**src/rtl/mem_bus_arbiter.sv**
```systemverilog
// Arbitrates an instruction-fetch and a data-memory requester onto one shared bus,
// with one transaction outstanding, fetch flush/discard and a response timeout.
module mem_bus_arbiter #(
    parameter int unsigned TIMEOUT_CYC = 64
) (
    input  logic        i_clk,
    input  logic        i_rst,
    input  logic        i_if_req,
    input  logic [31:0] i_if_addr,
    input  logic        i_if_flush,
    output logic [31:0] o_if_rdata,
    output logic        o_if_valid,
    output logic        o_if_stall,
    input  logic        i_dm_req,
    input  logic        i_dm_we,
    input  logic [3:0]  i_dm_be,
    input  logic [31:0] i_dm_addr,
    input  logic [31:0] i_dm_wdata,
    output logic [31:0] o_dm_rdata,
    output logic        o_dm_valid,
    output logic        o_mem_stall,
    output logic        o_bus_req,
    output logic        o_bus_we,
    output logic [3:0]  o_bus_be,
    output logic [31:0] o_bus_addr,
    output logic [31:0] o_bus_wdata,
    input  logic        i_bus_gnt,
    input  logic        i_bus_rvalid,
    input  logic [31:0] i_bus_rdata,
    output logic        o_bus_err
);
    typedef enum logic [2:0] {S_IDLE, S_REQ_IF, S_REQ_DM, S_RSP_IF, S_RSP_DM} state_t;

    localparam logic [7:0] TO = 8'(TIMEOUT_CYC);

    state_t      r_state;
    logic [7:0]  r_cnt;
    logic        r_discard, r_we, r_if_valid, r_dm_valid, r_err;
    logic [3:0]  r_be;
    logic [31:0] r_addr, r_wdata, r_if_rdata, r_dm_rdata;

    logic        w_dm_take, w_if_take, w_rsp, w_is_if, w_timeout, w_done, w_drop;
    logic [31:0] w_rsp_data;

    // A requester whose response is being presented this cycle is not re-admitted.
    assign w_dm_take  = i_dm_req & ~r_dm_valid;
    assign w_if_take  = i_if_req & ~i_if_flush & ~r_if_valid;
    assign w_rsp      = (r_state == S_RSP_IF) || (r_state == S_RSP_DM);
    assign w_is_if    = (r_state == S_REQ_IF) || (r_state == S_RSP_IF);
    assign w_timeout  = w_rsp & ~i_bus_rvalid & (r_cnt == TO);
    assign w_done     = w_rsp & (i_bus_rvalid | w_timeout);
    assign w_drop     = r_discard | i_if_flush;
    assign w_rsp_data = i_bus_rvalid ? i_bus_rdata : 32'h0;

    always_ff @(posedge i_clk) begin
        if (i_rst) begin
            r_state    <= S_IDLE;
            r_cnt      <= 8'd0;
            r_discard  <= 1'b0;
            r_we       <= 1'b0;
            r_be       <= 4'h0;
            r_addr     <= 32'h0;
            r_wdata    <= 32'h0;
            r_if_rdata <= 32'h0;
            r_dm_rdata <= 32'h0;
            r_if_valid <= 1'b0;
            r_dm_valid <= 1'b0;
            r_err      <= 1'b0;
        end else begin
            r_if_valid <= 1'b0;
            r_dm_valid <= 1'b0;
            r_err      <= 1'b0;
            if (w_is_if && i_if_flush)
                r_discard <= 1'b1;
            case (r_state)
                S_IDLE: begin
                    if (w_dm_take) begin
                        r_state <= S_REQ_DM;
                        r_we    <= i_dm_we;
                        r_be    <= i_dm_be;
                        r_addr  <= i_dm_addr;
                        r_wdata <= i_dm_wdata;
                    end else if (w_if_take) begin
                        r_state <= S_REQ_IF;
                        r_we    <= 1'b0;
                        r_be    <= 4'hF;
                        r_addr  <= i_if_addr;
                    end
                end
                S_REQ_IF: if (i_bus_gnt) begin
                    r_state <= S_RSP_IF;
                    r_cnt   <= 8'd0;
                end
                S_REQ_DM: if (i_bus_gnt) begin
                    r_state <= S_RSP_DM;
                    r_cnt   <= 8'd0;
                end
                S_RSP_IF, S_RSP_DM: begin
                    if (w_done) begin
                        r_state   <= S_IDLE;
                        r_discard <= 1'b0;
                        r_err     <= w_timeout;
                        if (r_state == S_RSP_DM) begin
                            r_dm_valid <= 1'b1;
                            r_dm_rdata <= w_rsp_data;
                        end else if (!w_drop) begin
                            r_if_valid <= 1'b1;
                            r_if_rdata <= w_rsp_data;
                        end
                    end else begin
                        r_cnt <= r_cnt + 8'd1;
                    end
                end
                default: r_state <= S_IDLE;
            endcase
        end
    end

    assign o_bus_req   = (r_state == S_REQ_IF) || (r_state == S_REQ_DM);
    assign o_bus_we    = r_we;
    assign o_bus_be    = r_be;
    assign o_bus_addr  = r_addr;
    assign o_bus_wdata = r_wdata;
    assign o_bus_err   = r_err;
    assign o_if_rdata  = r_if_rdata;
    assign o_if_valid  = r_if_valid;
    assign o_dm_rdata  = r_dm_rdata;
    assign o_dm_valid  = r_dm_valid;
    assign o_if_stall  = i_if_req & ~r_if_valid;
    assign o_mem_stall = i_dm_req & ~r_dm_valid;
endmodule

```
**config.mk**
```make
export PLATFORM = sky130hd
export DESIGN_NAME = mem_bus_arbiter
export DESIGN_NICKNAME = d
export VERILOG_FILES = /design/src/rtl/mem_bus_arbiter.sv
export SDC_FILE = /design/constraint.sdc
export NUM_CORES = 1
export LEC_CHECK = 0
export ABC_CLOCK_PERIOD_IN_PS = 4950
export BUFFER_PORTS_ARGS = -buffer_cell sky130_fd_sc_hd__buf_2
export CORE_MARGIN = 2
export CORE_UTILIZATION = 51
export DETAILED_ROUTE_END_ITERATION = 10
export GPL_TIMING_DRIVEN = 0
export PLACE_DENSITY = 0.95
export SYNTH_ARGS = -nofsm -noshare
export SYNTH_HDL_FRONTEND = slang
export SYNTH_SLANG_ARGS = --single-unit
```
**constraint.sdc**
```tcl
create_clock -name i_clk -period 4.95 [get_ports i_clk]
set_input_delay 0.99 -clock i_clk [delete_from_list [all_inputs] [get_ports i_clk]]
set_output_delay 0.99 -clock i_clk [all_outputs]
set_load 0.01 [all_outputs]
```
==> run_results.csv <==
group,metric,value,unit
run_status,status,"finished clean",
sta,rsz0062_at_grt,"no",
yosys,synth_seq_cells,148,
setup_path,cp-end-kind,"output pin",
setup_path,worst_ep_required_time,3960,ps
sta,setup_viol_count_final,0,
setup_path,crit_buf_inv,4,
setup_path,worst_setup_path_start_kind,"primary input",
route,wirelength_met1,7.523,mm
final_layout,drive_gt1_share,34.35,%
setup_path,arrival,2160,ps
setup_path,cp_slowest_cell,"buf_2",
route,ant_nets,0,
yosys,ys_types,49,
sta,fin_crit_sh,63.54,%
yosys,syn-num-nets,851,
run,maxCapViolCount,0,
clocking,hold_buffers,0,
route,top_layer,"met5",
setup_path,critPathKind,"primary input to output pin",
sta,slew_headroom,42.31,%
route,dr_wl_met3,2.169,mm
global_routing,grt_pass1_wl,32.50,mm
yosys,synth_top_area_share,48.44,%
route,viasPerCell,5.813,
setup_path,crit_family,"buffers and inverters",
route,drtIter0Drc,593,
sta,tns,0,ps
floorplanning,initial_core_util,51.57,%
global_routing,grt_pass1_vias,6559,
route,vias,6766,
yosys,avgSynthCellArea,8.628,sq um
yosys,yosysSeqAreaShare,48.44,%
clocking,clock-sinks,148,
global_routing,track_usage,32.00,%
route,post_drt_wl_per_cell,18.05,um
clocking,post-cts-setup-buffers,0,
clocking,clkTransAtPathRegs,60,ps
pwr,p_leak,3.691,nW
pwr,ir_worst_vdd,0.2577,mV
yosys,yosysWarningCount,0,
floorplanning,die-width,113.5,um
clocking,clock_latency,430,ps
yosys,synth_area_leaders,"dfxtp_1 48%, a21oi_1 8.5%, mux2i_1 5.4%",
floorplanning,dieHeight,113.5,um
yosys,synth_largest_area_cell,"dfxtp_1",
yosys,synth-main-ff-cell,"dfxtp_1",
route,dr.pass1.iters,5,
global_routing,antenna_found_initial,2,
final_layout,area_growth,35.32,%
floorplanning,io_pins,279,
floorplanning,die_area,0.01289,sq mm
setup_path,critPathMaxStageDelay,360,ps
placement,io_buffers,276,
clocking,clockRootBuffer,"clkbuf_16",
pwr,p_total,3.868,mW
sta,finalMaxSlewViolations,0,
sta,finalHoldViolCount,0,
sta,max_freq,317.9,MHz
global_routing,grt-ovfl-total,0,
setup_path,crit_fanout,10,
sta,period_needed,3145,ps
floorplanning,num_rows,40,
yosys,synth_edf_count,0,
clocking,cts_buffers,17,
placement,gp_congestion,0.8748,
clocking,cts_resized,0,
pwr,p_per_area,467.3,mW/mm^2
route,wl,21.02,mm
floorplanning,core_area,0.01186,sq mm
global_routing,grt_max_degree,17,
final_layout,nNetsFinal,1146,
route,drc,0,
placement,hpwlAfterDp,15.54,mm
placement,dp.cells,1132,
yosys,synth_cells,709,
sta,fin_skew,12.07,ps
clocking,cts_tree,"done",
yosys,syn_area,0.006117,sq mm
yosys,async_reset_ff_share,0,%
sta,tightest_slew,865.4,ps
clocking,cts_max_level,4,
setup_path,path_common_cell,"buf_2",
worst_hold_path,hold_path.class,"flop to flop",
setup_path,worstPathCellList,"buf_2, nor2b_1, buf_2, buf_2, buf_2",
final_layout,finalNonFillerCells,1164,
clocking,clock_path_buffers,2,
route,met2_length,10.38,mm
## power by group
group	switching [mW]	leakage (nW)	total (mW)	internal [mW]
Sequential	0.0886	1.21	1.45	1.37
Combinational	0.720	2.20	1.13	0.406
Clock	0.505	0.282	1.29	0.783
## metrics by stage
stage / worst slack, ps / utilization, % / hold slack [ps] / instance area, sq um
global route: 1718 / 69.79 / 473.0 / 8278
CTS: 1796 / 69.77 / 455.9 / 8275
finish: 1805 / 69.79 / 454.8 / 8278
detailed placement: 1798 / 64.77 / 447.4 / 7682
global placement: 1829 / 64.77 / 439.8 / 7682
floorplan: 2298 / - / 465.6 / 6117
## sequential cells by signal (all words and copies together), names as in the netlist, 3 cells and up
signal,flops
o_bus_addr,32
o_bus_wdata,32
o_dm_rdata,32
o_if_rdata,32
r_cnt,8
o_bus_be,4
r_state,3
## worst paths after layout
kind                        start              end  slack, ps  depth (start not counted)
hold / removal    o_bus_wdata[12]  o_bus_wdata[12]        450                          2
setup / recovery         i_dm_req      o_mem_stall       1800                          5
setup reg to reg         r_cnt[0]         r_cnt[0]       2760                          7
hold reg to reg   o_bus_wdata[12]  o_bus_wdata[12]        450                          2
## final cells by class
cell class / count / area, sq um
Inverter: 5 / 18.77
Timing Repair Buffer: 276 / 1381
Clock inverter: 10 / 122.6
Antenna cell: 1 / 2.502
Fill cell: 907 / 3583
Multi-Input combinational cell: 479 / 2790
Sequential cell: 148 / 2963
Tap cell: 147 / 183.9
Buffer: 77 / 345.3
Clock buffer: 21 / 470.5
## metal layers
layer  up-vias  GRT usage [%]
li1       3149              -
met5         -              0
met4         2          16.42
met1      3129          34.57
met2       417          56.29
met3        69          10.15
## tightest hold or removal path, cell delays in order (launching register included)
cell     delay [ps]
dfxtp_1         310
nand2_1          50
a21oi_1          50
## cell usage in the layout (no fill, tap or decap), types with 33 or more instances in the layout
cell type    n
buf_2      306
dfxtp_1    148
a21oi_1    104
nand2_1     71
nor2_1      44
clkbuf_1    42
a211oi_1    35
o21ai_0     35
nand3_1     35
o31ai_1     33
mux2i_1     33
## synth_stat cells, types with 2 or more instances
| master | n |
|---|---|
| clkbuf_1 | 41 |
| a21oi_1 | 104 |
| dfxtp_1 | 148 |
| nor2b_1 | 4 |
| nand2b_1 | 3 |
| buf_2 | 30 |
| or3_1 | 5 |
| o31ai_1 | 33 |
| a31oi_1 | 2 |
| mux2i_1 | 33 |
| nor4_1 | 2 |
| nor2_1 | 44 |
| nand4_1 | 32 |
| ha_1 | 2 |
| o21a_1 | 2 |
| buf_4 | 3 |
| o21ai_0 | 35 |
| a211oi_1 | 35 |
| buf_1 | 2 |
| inv_1 | 4 |
| a311oi_1 | 2 |
| nand3_1 | 35 |
| a21o_1 | 3 |
| nor3_1 | 10 |
| nand2_1 | 71 |
## cell families (layout without fill, tap and decap cells)
logic type	count (synthesis)	count (layout)	share of synthesized area, %
buffers and inverters	82	389	5.952
xor gates and xnor gates	1	1	0.1432
muxes	33	33	5.400
and+or+nand+nor	217	217	17.16
AOI/OAI and AO/OA	225	225	22.34
adders and majority gates	3	3	0.5727
other	0	1	0
DFF	148	148	48.44
No activity file was read; power rests on OpenSTA's default activity.
